$ cat config.mk
export PLATFORM = sky130hd
export DESIGN_NAME = button_event_queue_flat
export DESIGN_NICKNAME = d
export VERILOG_FILES = /design/src/rtl/button_event_queue_pkg.sv /design/src/rtl/button_event_queue_if.sv /design/src/rtl/button_event_queue_event_fifo.sv /design/src/rtl/button_event_queue.sv /design/src/flat_wrapper.sv
export SDC_FILE = /design/constraint.sdc
export NUM_CORES = 1
export LEC_CHECK = 0
export CAP_MARGIN = 20
export CORE_ASPECT_RATIO = 0.9
export CORE_MARGIN = 4
export CORE_UTILIZATION = 31
export DETAILED_ROUTE_END_ITERATION = 7
export PLACE_DENSITY = 0.49
export RECOVER_POWER = 25
export SYNTH_ARGS = -nofsm -noshare
export SYNTH_HDL_FRONTEND = slang
export SYNTH_SLANG_ARGS = --single-unit
$ cat constraint.sdc
create_clock -name clk -period 8.2 [get_ports clk]
set_input_delay 1.64 -clock clk [delete_from_list [all_inputs] [get_ports clk]]
set_output_delay 1.64 -clock clk [all_outputs]
set_load 0.05 [all_outputs]
$ cat src/rtl/button_event_queue_pkg.sv
// Shared constants, event-code type and the round-robin search helper for
// the button event queue.
package button_pkg;

    localparam int NUM_BTN_DEFAULT = 4;
    localparam int DEPTH_DEFAULT   = 4;
    localparam int CW_DEFAULT      = $clog2(NUM_BTN_DEFAULT);

    // Widest button bank the arbiter search is written for.
    localparam int MAX_BTN = 16;

    typedef logic [CW_DEFAULT-1:0] btn_code_t;

    typedef struct packed {
        logic       valid;
        logic [3:0] idx;
    } rr_pick_t;

    // First set bit of vec[n-1:0], searching upward from start and wrapping
    // at n. start must already be in 0..n-1.
    function automatic rr_pick_t rr_pick(input logic [MAX_BTN-1:0] vec,
                                         input int n,
                                         input int start);
        rr_pick_t res;
        int       pos;
        res = '0;
        for (int k = 0; k < MAX_BTN; k++) begin
            if (k < n) begin
                pos = start + k;
                if (pos >= n) begin
                    pos = pos - n;
                end
                if (!res.valid && vec[pos[3:0]]) begin
                    res.valid = 1'b1;
                    res.idx   = pos[3:0];
                end
            end
        end
        return res;
    endfunction

endpackage

$ cat src/rtl/button_event_queue_if.sv
// Button press inputs, pending/status outputs and the valid/ready event
// stream. master = the queue, slave = the press source / event consumer.
interface button_event_queue_if
    import button_pkg::*;
#(
    parameter int NUM_BTN = NUM_BTN_DEFAULT,
    parameter int CW      = $clog2(NUM_BTN)
);
    logic [NUM_BTN-1:0] press;
    logic               evt_valid;
    logic [CW-1:0]      evt_code;
    logic               evt_ready;
    logic [NUM_BTN-1:0] pending;
    logic               full;
    logic               overflow;

    modport master (
        input  press, evt_ready,
        output evt_valid, evt_code, pending, full, overflow
    );

    modport slave (
        output press, evt_ready,
        input  evt_valid, evt_code, pending, full, overflow
    );
endinterface

$ cat src/rtl/button_event_queue_event_fifo.sv
// First-word-fall-through FIFO: head_o shows the oldest entry whenever
// count_o is non-zero. Push while full is accepted only alongside a pop.
module event_fifo
    import button_pkg::*;
#(
    parameter int  WIDTH = CW_DEFAULT,
    parameter int  DEPTH = DEPTH_DEFAULT,
    localparam int AW    = $clog2(DEPTH)
) (
    input  logic             clk,
    input  logic             rst,
    input  logic             push_i,
    input  logic [WIDTH-1:0] data_i,
    input  logic             pop_i,
    output logic [WIDTH-1:0] head_o,
    output logic [AW:0]      count_o,
    output logic             full_o
);

    logic [WIDTH-1:0] mem_q [DEPTH];
    logic [AW-1:0]    wr_ptr_q, wr_ptr_d;
    logic [AW-1:0]    rd_ptr_q, rd_ptr_d;
    logic [AW:0]      count_q, count_d;
    logic             do_push, do_pop;

    // Qualify push/pop and compute next pointers and occupancy.
    always_comb begin
        // NOTE: every always_comb output gets a default first so no path
        // leaves it unassigned and infers a latch.
        wr_ptr_d = wr_ptr_q;
        rd_ptr_d = rd_ptr_q;
        count_d  = count_q;
        do_pop   = pop_i && (count_q != '0);
        do_push  = push_i && (!full_o || do_pop);
        if (do_push) begin
            wr_ptr_d = wr_ptr_q + AW'(1);
        end
        if (do_pop) begin
            rd_ptr_d = rd_ptr_q + AW'(1);
        end
        case ({do_push, do_pop})
            2'b10:   count_d = count_q + (AW+1)'(1);
            2'b01:   count_d = count_q - (AW+1)'(1);
            default: count_d = count_q;
        endcase
    end

    // Write the pushed entry into storage.
    always_ff @(posedge clk) begin
        // NOTE: storage is not reset; stale words are never visible because
        // head_o is only meaningful while count is non-zero.
        if (do_push) begin
            mem_q[wr_ptr_q] <= data_i;
        end
    end

    // Pointer and count registers.
    always_ff @(posedge clk or posedge rst) begin
        // NOTE: clocked state uses non-blocking assignments so every register
        // samples pre-edge values regardless of statement order.
        if (rst) begin
            wr_ptr_q <= '0;
            rd_ptr_q <= '0;
            count_q  <= '0;
        end else begin
            wr_ptr_q <= wr_ptr_d;
            rd_ptr_q <= rd_ptr_d;
            count_q  <= count_d;
        end
    end

    assign head_o  = mem_q[rd_ptr_q];
    assign count_o = count_q;
    assign full_o  = (count_q == (AW+1)'(DEPTH));

endmodule

$ cat src/rtl/button_event_queue.sv
// Latches press pulses into pending bits, grants one pending button per
// cycle round-robin into an event FIFO, and flags coalesced repeat presses.
module button_event_queue
    import button_pkg::*;
#(
    parameter int NUM_BTN = NUM_BTN_DEFAULT,
    parameter int DEPTH   = DEPTH_DEFAULT,
    parameter int CW      = $clog2(NUM_BTN)
) (
    input logic                  clk,
    input logic                  rst,
    button_event_queue_if.master bus
);

    localparam int AW = $clog2(DEPTH);

    logic [NUM_BTN-1:0] pending_q, pending_d;
    logic [NUM_BTN-1:0] grant_oh;
    logic [CW-1:0]      last_grant_q, last_grant_d;
    logic [CW-1:0]      grant_idx;
    logic               overflow_q, overflow_d;
    logic               grant_valid;
    logic               pop, push_ok, evt_valid;
    logic [CW-1:0]      head;
    logic [AW:0]        count;
    logic               fifo_full;
    rr_pick_t           pick;
    int                 start_idx;

    assign evt_valid = (count != '0);
    assign pop       = evt_valid && bus.evt_ready;
    assign push_ok   = (count < (AW+1)'(DEPTH)) || pop;

    // Arbitrate, update pending bits and detect coalesced presses.
    always_comb begin
        start_idx = (int'(last_grant_q) == NUM_BTN - 1) ? 0 : int'(last_grant_q) + 1;
        pick        = rr_pick(MAX_BTN'(pending_q), NUM_BTN, start_idx);
        grant_valid = pick.valid && push_ok;
        grant_idx   = CW'(pick.idx);
        grant_oh    = '0;
        if (grant_valid) begin
            grant_oh[grant_idx] = 1'b1;
        end
        // A press on the granted button re-arms its bit: set beats clear.
        pending_d    = (pending_q & ~grant_oh) | bus.press;
        overflow_d   = |(bus.press & pending_q & ~grant_oh);
        last_grant_d = grant_valid ? grant_idx : last_grant_q;
    end

    // Pending, arbiter history and overflow pulse registers.
    always_ff @(posedge clk or posedge rst) begin
        if (rst) begin
            pending_q    <= '0;
            last_grant_q <= CW'(NUM_BTN - 1);
            overflow_q   <= 1'b0;
        end else begin
            pending_q    <= pending_d;
            last_grant_q <= last_grant_d;
            overflow_q   <= overflow_d;
        end
    end

    event_fifo #(
        .WIDTH(CW),
        .DEPTH(DEPTH)
    ) u_fifo (
        .clk    (clk),
        .rst    (rst),
        .push_i (grant_valid),
        .data_i (grant_idx),
        .pop_i  (pop),
        .head_o (head),
        .count_o(count),
        .full_o (fifo_full)
    );

    assign bus.evt_valid = evt_valid;
    assign bus.evt_code  = evt_valid ? head : '0;
    assign bus.pending   = pending_q;
    assign bus.full      = fifo_full;
    assign bus.overflow  = overflow_q;

endmodule

$ cat src/flat_wrapper.sv
// flat-port wrapper written by rule: the top's interface ports become plain ports
module button_event_queue_flat import button_pkg::*;
#(
    parameter int NUM_BTN = NUM_BTN_DEFAULT,
    parameter int DEPTH   = DEPTH_DEFAULT,
    parameter int CW      = $clog2(NUM_BTN)
)
  (clk, rst, bus_press, bus_evt_ready, bus_evt_valid, bus_evt_code, bus_pending, bus_full, bus_overflow);
  button_event_queue_if #(.NUM_BTN(NUM_BTN), .CW(CW)) bus_i ();
  input logic clk;
  input logic rst;
  input wire logic [$bits(bus_i.press)-1:0] bus_press;
  input wire logic [$bits(bus_i.evt_ready)-1:0] bus_evt_ready;
  output wire logic [$bits(bus_i.evt_valid)-1:0] bus_evt_valid;
  output wire logic [$bits(bus_i.evt_code)-1:0] bus_evt_code;
  output wire logic [$bits(bus_i.pending)-1:0] bus_pending;
  output wire logic [$bits(bus_i.full)-1:0] bus_full;
  output wire logic [$bits(bus_i.overflow)-1:0] bus_overflow;
  assign bus_i.press = bus_press;
  assign bus_i.evt_ready = bus_evt_ready;
  assign bus_evt_valid = bus_i.evt_valid;
  assign bus_evt_code = bus_i.evt_code;
  assign bus_pending = bus_i.pending;
  assign bus_full = bus_i.full;
  assign bus_overflow = bus_i.overflow;
  button_event_queue #(.NUM_BTN(NUM_BTN), .DEPTH(DEPTH), .CW(CW)) u_core (.clk(clk), .rst(rst), .bus(bus_i));
endmodule
Yosys cells after proc, flatten, opt, wreduce, memory -nomap -nowiden
Memories as Yosys holds them, arrays and structs flattened.
Cells that the tools add are included.
{ "word_totals": {"out_inout_bits": 9, "ramBits": 8, "n_memories": 1, "ff_bits": 14} }
{ "mem_list": {"columns": ["memory", "depth", "width", "rd", "rd_clocked_by_memory_dff", "write_ports", "line", "source"], "rows": [
  ["u_core.u_fifo.mem_q", 4, 2, 1, 0, 1, "button_event_queue_event_fifo.sv:20", "logic [WIDTH-1:0] mem_q [DEPTH];"]
]} }
{ "op_classes": {"eq_ne": 4, "bitwise": 5, "order_cmp": 11, "muxes": 24, "reduce_logical": 17, "n_addsub": 12} }
{ "op_table": {"columns": ["cell", "n"], "rows": [
  [">= comparator 32 x 4 -> 1 bit (second input constant)", 4],
  ["adder 32 x 3 -> 32 bit (second input constant)", 2],
  ["adder 32 x 2 -> 32 bit (second input constant)", 1],
  ["< comparator 4 x 5 -> 1 bit (second input constant)", 4],
  ["2-to-1 mux 4 bit", 5],
  ["2-to-1 mux 5 bit", 4],
  ["binary-select mux 1 bit (select 4 bit)", 4],
  ["subtractor 4 bit (second input constant)", 4],
  ["bitwise AND 4 bit", 3],
  ["logical AND 1 bit", 8],
  ["2-to-1 mux 1 bit", 7],
  ["one-hot mux 3 bit (2 select lines)", 1],
  ["adder 2 x 1 -> 2 bit (second input constant)", 2],
  ["equality test 2 x 1 -> 1 bit (second input constant)", 2],
  ["zero test 1 bit", 4],
  ["inverter 4 bit", 1],
  ["OR 4 bit", 1],
  ["OR reduction 4 bit", 1],
  ["adder 2 x 1 -> 3 bit (second input constant)", 1],
  ["adder 3 x 1 -> 3 bit (second input constant)", 1],
  ["equality test 3 bit (second input constant)", 1],
  ["< comparator 2 x 3 -> 1 bit (second input constant)", 1],
  ["< comparator 3 bit (second input constant)", 1],
  ["2-to-1 mux 3 bit", 1],
  ["other kinds (8)", 9]
]} }

Depth between registers and ports, before layout
Gate-level depths: netlist (run 1).
{ "depth": {"ltp_word": 24, "mapped_depth": 12} }

Cells and area by module
Synthesis (run 1) repeated with hierarchy kept, for this count alone.
{ "unflattened": {"hier_cells": 124, "area_unflattened_um2": 1413.9} }
{ "modules_own_cells": {"columns": ["mod", "area_each_um2", "seq_area_each_um2", "cells_each", "instances"], "rows": [
  ["event_fifo", 721.9, 415.4, 48, 1],
  ["button_event_queue", 691.9, 177.7, 76, 1]
]} }

Worst setup path after synthesis (run 1)
Ideal clock, no wire load.
{ "synth_timing": {"path_type": "register to output", "from": "register u_core.u_fifo.count_q[0] (netlist: u_core.u_fifo.count_o[0])", "to": "output port bus_full", "stages_incl_launch_ff": 2, "arrival_ns": 1.594, "slack_ns": 4.966, "required_ns": 6.560, "cell_sequence": "dfrtp_1 > nor3b_1"} }
{ "synth_via": {"elab_chain_cells": 1} }
{ "synth_rtl": {"columns": ["element", "line", "source"], "rows": [
  ["from (decl)", "button_event_queue_event_fifo.sv:23", "logic [AW:0] count_q, count_d;"],
  ["from (signal assigned)", "button_event_queue_event_fifo.sv:68", "count_q <= count_d;"],
  ["equality test 3 bit", "button_event_queue_event_fifo.sv:74", "assign full_o = (count_q == (AW+1)'(DEPTH));"],
  ["to (decl)", "flat_wrapper.sv:17", "output wire logic [$bits(bus_i.full)-1:0] bus_full;"]
]} }
Every way passes these cells.

Worst setup path in the final report (run 1)
{ "layout_timing": {"from": "register u_core.u_fifo.rd_ptr_q[0]", "to": "output port bus_evt_code[1]"} }
{ "layout_via": {"elab_chain_cells": 2} }
{ "layout_rtl": {"columns": ["element", "line", "source"], "rows": [
  ["from (decl)", "button_event_queue_event_fifo.sv:22", "logic [AW-1:0] rd_ptr_q, rd_ptr_d;"],
  ["from (signal assigned)", "button_event_queue_event_fifo.sv:67", "rd_ptr_q <= rd_ptr_d;"],
  ["memory read (4 x 2 bit)", null, null],
  ["2-to-1 mux 2 bit", "button_event_queue.sv:78", "assign bus.evt_code = evt_valid ? head : '0;"],
  ["to (decl)", "flat_wrapper.sv:15", "output wire logic [$bits(bus_i.evt_code)-1:0] bus_evt_code;"]
]} }
Every way passes these cells.

==> out/summary.txt, run 1 <==
top_reg_cell synth: dfrtp_1
max capacitance violation total: 0
PostCTS Resize Cnt: 0
CTS tree: done
CP startpoint kind: flip-flop
routed wire length: 2560 um
vias: 961
postcts setup bufs: 0
antenna violations before repair: 0
Hold Path Class: flip-flop to flip-flop
most frequent cells in the layout: 14 x clkdlybuf4s50_1, 12 x dfrtp_1, 10 x nand2_1
final period utilization: 45.6%
Synth Instances: 129
post-synthesis simple-gate area fraction: 19.0%
Yosys warnings: 0
die height: 71.0 um
CTS root buf: clkbuf_8
Final Hold Viols: 0
clock skew: 1.47 ps
first-pass GRT wire length: 4660 um
crit path cell chain: mux4_2 -> and2_1 -> clkdlybuf4s50_1
First-pass DRT Iterations: 4
core area: 4160 sq um
Initial Util: 32.8%
share of layout cells above drive strength 1: 10.7%
total CTS buffers: 3
final RePlAce weighted congestion: 0.792
Post-Synth XOR/XNOR Area: 3.21%
unique cell type count in the Yosys netlist: 47
Die Wd: 77.9 um
post-DR vias/cell: 4.81
FFs w/ async S/R, synth: 63.6%
critical path data arrival time: 2100 ps
hold path cells: 1
Worst Path Max Fanout: 4
largest net degree at the start of global routing: 15
GR Util All Layers: 10.4%
Worst-Margin Slew: 774 ps
Final min period: 3740 ps
Adder-Cell Fraction of Synth Area: 6.97%
CP Class: flip-flop to primary output
hold path start: u_core.u_fifo.count_o[2]$_DFFE_PP0P_
Post-CTS Hold Fix Bufs: 0
Area growth, synth to finish: 15.5%
worst setup path startpoint: u_core.u_fifo.rd_ptr_q[0]$_DFFE_PP0P_
CP Data Required Time: 6560 ps
setup tns final: 0 ps
vias in the first global route: 977
relative slew slack: 48.2%
Sink Count: 22
cell count along the critical path: 3
cells on worst reg2reg path: 9
Placement Rows: 22
met1 WL: 1270 um
1st-iter DRT viols: 18
mean post-synth cell area: 10.6 sq um
Slew Limit Fails: 0
mux cell area share after synthesis: 4.12%
Post-DP HPWL: 1940 um
ANT nets after route: 0
Mapped Area: 1370 sq um
wire per inst: 12.8 um
most common cell after layout, fill and taps aside: clkdlybuf4s50_1
post-synthesis compound-gate area fraction: 17.0%
layout net count: 155
main combinational cell family by area after synthesis: simple AND/OR/NAND/NOR gates
DR WL met3: 133 um
clk_lat worst skew: 260 ps
Worst setup EP type: primary output
DR top layer: met4
run status: finished, final reports clean
register area share after synthesis: 43.4%
number of top-level design ports: 16
area leader, netlist: dfrtp_1
Congestion Overflow GR: 0
CTS clk-pin slew, worst paths: 80 ps
Worst Path Buf+Inv: 1
EDFF count, synth: 8
post-synth top area share: 22.0%
H-tree levels: 1
diode count: 0
CP delay by family, top: buffers and inverters
CTS Buffer Depth: 2
#FFs+latches synth: 22
Post-route DRC: 0
Area contributors post-synth: dfrtp_1 22%, edfxtp_1 18%, ha_1 5.5%
net count after synthesis: 143
Setup-failing EPs final: 0
fmax: 268 MHz
die area: 5530 sq um
FF-to-FF Start: u_core.last_grant_q[0]$_DFFE_PP1N_
crit-path max cell delay: 690 ps
IO buf count: 15
met2 WL: 1150 um
RSZ-0062 raised after global routing: false
critical path's slowest cell: clkdlybuf4s50_1
[per-stage QoR]
step	utilization (%)	std cells	area, sq um	setup slack, ps	hold slack (ps)
floorplan	-	129	1370	4970	466
global placement	36.8	196	1530	4370	498
detailed placement	36.8	196	1530	4280	504
CTS	37.9	200	1580	4440	516
global route	37.9	200	1580	4360	528
finish	37.9	200	1580	4460	513
[flip-flops by register name, summed over array words and instances, names as in the netlist]
| signal | flops |
|---|---|
| u_core.u_fifo.count_o | 3 |
| u_core.bus.pending | 4 |
| u_core.bus.overflow | 1 |
| u_core.u_fifo.wr_ptr_q | 2 |
| u_core.u_fifo.mem_q | 8 |
| u_core.last_grant_q | 2 |
| u_core.u_fifo.rd_ptr_q | 2 |
[per-layer routing]
metal	GRT usage (%)	vias up
li1	-	478
met1	13.8	463
met2	16.7	18
met3	3.82	2
met4	1.17	0
met5	0	-
[layout make-up]
type,instances,area [sq um]
sequential,22,593
tap,60,75.1
timing repair buffer,15,150
multi-input combinational,92,687
clock buffer,4,45.0
fill,414,2580
inverter,7,26.3
[worst reg2reg max path: stages (launching register included)]
cell and delay, ps:
dfstp_2 660, inv_1 70, ha_1 420, nor2b_1 180, o21ai_1 250, a32oi_1 220, nor2_1 660, nand3_1 190
o211a_1 250, or4_1 450
[synthesized netlist by cell type (3+ instances only)]
| master | number |
|---|---|
| a21oi_1 | 3 |
| and2_1 | 7 |
| buf_6 | 3 |
| dfrtp_1 | 12 |
| edfxtp_1 | 8 |
| ha_1 | 6 |
| inv_1 | 7 |
| nand2_1 | 10 |
| nand2b_1 | 4 |
| nand3_1 | 3 |
| nor2_1 | 6 |
| nor3_1 | 5 |
| o21ai_0 | 6 |
| o21ai_1 | 3 |
| xnor2_1 | 5 |
[cell families (layout without fill, tap and decap cells)]
| kind of cell | Yosys count | after routing |
|---|---|---|
| xor+xnor | 5 | 5 |
| flops | 22 | 22 |
| buf+inv | 15 | 26 |
| simple gates | 47 | 47 |
| fa+ha+maj | 7 | 7 |
| mux | 3 | 3 |
| compound gates | 30 | 30 |
[final timing paths]
| path | endpoint | slack [ps] |
|---|---|---|
| min | u_core.u_fifo.count_o[2]$_DFFE_PP0P_ | 510 |
| min in group asynchronous | u_core.u_fifo.rd_ptr_q[1]$_DFFE_PP0P_ | 1880 |
| max | bus_evt_code[1] | 4460 |
| min reg2reg | u_core.u_fifo.count_o[2]$_DFFE_PP0P_ | 510 |
| max in group asynchronous | u_core.last_grant_q[1]$_DFFE_PP1N_ | 5950 |
| max reg2reg | u_core.bus.overflow$_DFF_PP0_ | 4720 |
Power of run 1 is left out: the tool's default activity adds up to more than one toggle a clock period on the data nets, which glitch-free logic cannot reach.
==> run 2, diff against run 1 <==
--- a/config.mk
+++ b/config.mk
@@ -10,7 +10,7 @@
 export CORE_MARGIN = 4
 export CORE_UTILIZATION = 31
 export DETAILED_ROUTE_END_ITERATION = 7
-export PLACE_DENSITY = 0.49
+export PLACE_DENSITY = 0.51
 export RECOVER_POWER = 25
 export SYNTH_ARGS = -nofsm -noshare
 export SYNTH_HDL_FRONTEND = slang
==> constraint.sdc (replaced) <==
create_clock -name clk -period 3.4 [get_ports clk]
set_input_delay 0.68 -clock clk [delete_from_list [all_inputs] [get_ports clk]]
set_output_delay 0.68 -clock clk [all_outputs]
set_load 0.05 [all_outputs]
==> run 2 against run 1 <==
  * Count of clock-buffer cells in the layout is 1 lower
  * Die area unchanged
  * Register-to-register slack got worse by 4400 ps
  * Global-route usage down 0.77 points
  * Design area rose by 2.6%
  * Highest routed layer unchanged
==> out/summary.txt, run 2 (same netlist as run 1, synthesis figures left out) <==
run status: finished, final reports clean
CP delay by family, top: compound AO/OA/AOI/OAI gates
Final Hold Viols: 0
antenna violations before repair: 0
postcts setup bufs: 0
reg2reg end: u_core.u_fifo.count_o[1]$_DFFE_PP0P_
diode count: 0
ANT nets after route: 0
post-DR vias/cell: 4.75
FF/Latch Area: 593 sq um
RSZ-0062 raised after global routing: false
Sink Count: 22
crit-path max cell delay: 650 ps
CTS root buf: clkbuf_8
critical path data arrival time: 3240 ps
Post-DP Area: 1550 sq um
crit path cell chain: inv_1 -> ha_1 -> nand2b_1 -> a2111o_1 -> a32oi_1 -> nor2_1 -> buf_4 -> a21oi_1 -> mux2_2
1st-iter DRT viols: 43
most common cell after layout, fill and taps aside: clkdlybuf4s50_1
PostCTS Resize Cnt: 0
routed wire length: 2520 um
setup tns final: 0 ps
Worst Path Buf+Inv: 2
total CTS buffers: 3
Final min period: 3090 ps
fin area: 1620 sq um
core area: 4160 sq um
Area growth, synth to finish: 18.5%
Most flops, register: u_core.u_fifo.mem_q
die height: 71.0 um
Post-Layout Cell Count: 202
Critical Path End: u_core.u_fifo.count_o[1]$_DFFE_PP0P_
max capacitance violation total: 0
die area: 5530 sq um
Setup-failing EPs final: 0
Post-CTS Hold Fix Bufs: 0
IO buf count: 15
most frequent cells in the layout: 14 x clkdlybuf4s50_1, 12 x dfrtp_1, 10 x nand2_1
Worst-Margin Slew: 558 ps
FF-to-FF Start: u_core.last_grant_q[0]$_DFFE_PP1N_
CTS tree: done
CP startpoint kind: flip-flop
CTS Buffer Depth: 2
clock skew: 4.51 ps
Post-route DRC: 0
multi-input logic area: 687 sq um
fmax: 323 MHz
CP Data Required Time: 3550 ps
hold path start: u_core.u_fifo.count_o[2]$_DFFE_PP0P_
Reg2Reg Setup Slack: 310 ps
Worst Path Max Fanout: 11
worst setup path startpoint: u_core.last_grant_q[0]$_DFFE_PP1N_
Hold Path Class: flip-flop to flip-flop
CP Class: flip-flop to flip-flop
Slew Limit Fails: 0
critical path's slowest cell: dfstp_2
Initial Util: 32.8%
cells on worst reg2reg path: 9
largest net degree at the start of global routing: 15
final RePlAce weighted congestion: 0.782
final period utilization: 90.9%
Congestion Overflow GR: 0
fill count: 420
Placement Rows: 22
Die Wd: 77.9 um
H-tree levels: 1
share of layout cells above drive strength 1: 12.7%
vias in the first global route: 906
Post-DP HPWL: 2010 um
clk_lat worst skew: 260 ps
Worst setup EP type: flip-flop
cell count along the critical path: 9
number of top-level design ports: 16
vias: 959
Core Util, Final: 38.9%
wire per inst: 12.5 um
# placed instances: 198
layout net count: 157
GR Util All Layers: 9.61%
Largest register FFs: 8
CTS clk-pin slew, worst paths: 80 ps
relative slew slack: 62.4%
first-pass GRT wire length: 4330 um
First-pass DRT Iterations: 4
## run 2: area by class of cell
class                      count  area share (%)
inverter                       7            1.62
clock inverter                 1            1.86
timing repair buffer          17            10.2
multi-input combinational     92            42.5
sequential                    22            36.7
tap                           60            4.64
clock buffer                   3            2.55
## run 2: worst register-to-register path, delay by kind of cell, from the launching register on
family | cells | cell delay, ps
AO/OA/AOI/OAI | 3 | 930
adder cells (fa/ha/maj) | 1 | 440
buffers and inverters | 2 | 280
flip-flops | 1 | 650
multiplexers | 1 | 370
AND/OR/NAND/NOR | 2 | 310
## run 2: how the worst min path moves through the flow
stage / end / slack, ps / cells after the start
floorplan: u_core.u_fifo.count_o[2]$_DFFE_PP0P_ / 470 / 1
global placement: u_core.u_fifo.count_o[2]$_DFFE_PP0P_ / 490 / 1
global route: u_core.u_fifo.count_o[2]$_DFFE_PP0P_ / 550 / 1
CTS: u_core.u_fifo.count_o[2]$_DFFE_PP0P_ / 520 / 1
detailed placement: u_core.u_fifo.count_o[2]$_DFFE_PP0P_ / 510 / 1
finish: u_core.u_fifo.count_o[2]$_DFFE_PP0P_ / 520 / 1
## run 2: layer usage
layer	global-route usage, %	routed length, um	part of all wire, %
met1	13.7	1260	50
met5	0	0	0
met3	3.05	129	5.1
met2	14.7	1120	44
met4	1.17	8	0.32
## run 2: through the flow
step	hold slack [ps]	setup WS, ps
6_report	517	308
3_5_place_dp	510	302
3_3_place_gp	494	318
4_1_cts	521	290
5_1_grt	554	24.2
2_1_floorplan	466	540
Power of run 2 is left out for the same reason.
==> run 3, diff against run 2 <==
--- a/config.mk
+++ b/config.mk
@@ -5,7 +5,7 @@
 export SDC_FILE = /design/constraint.sdc
 export NUM_CORES = 1
 export LEC_CHECK = 0
-export CAP_MARGIN = 20
+export CAP_MARGIN = 25
 export CORE_ASPECT_RATIO = 0.9
 export CORE_MARGIN = 4
 export CORE_UTILIZATION = 31
==> results of run 3 <==
Final layout, timing and power as in run 2 (identical DEF).
Power of run 3 is left out for the same reason.
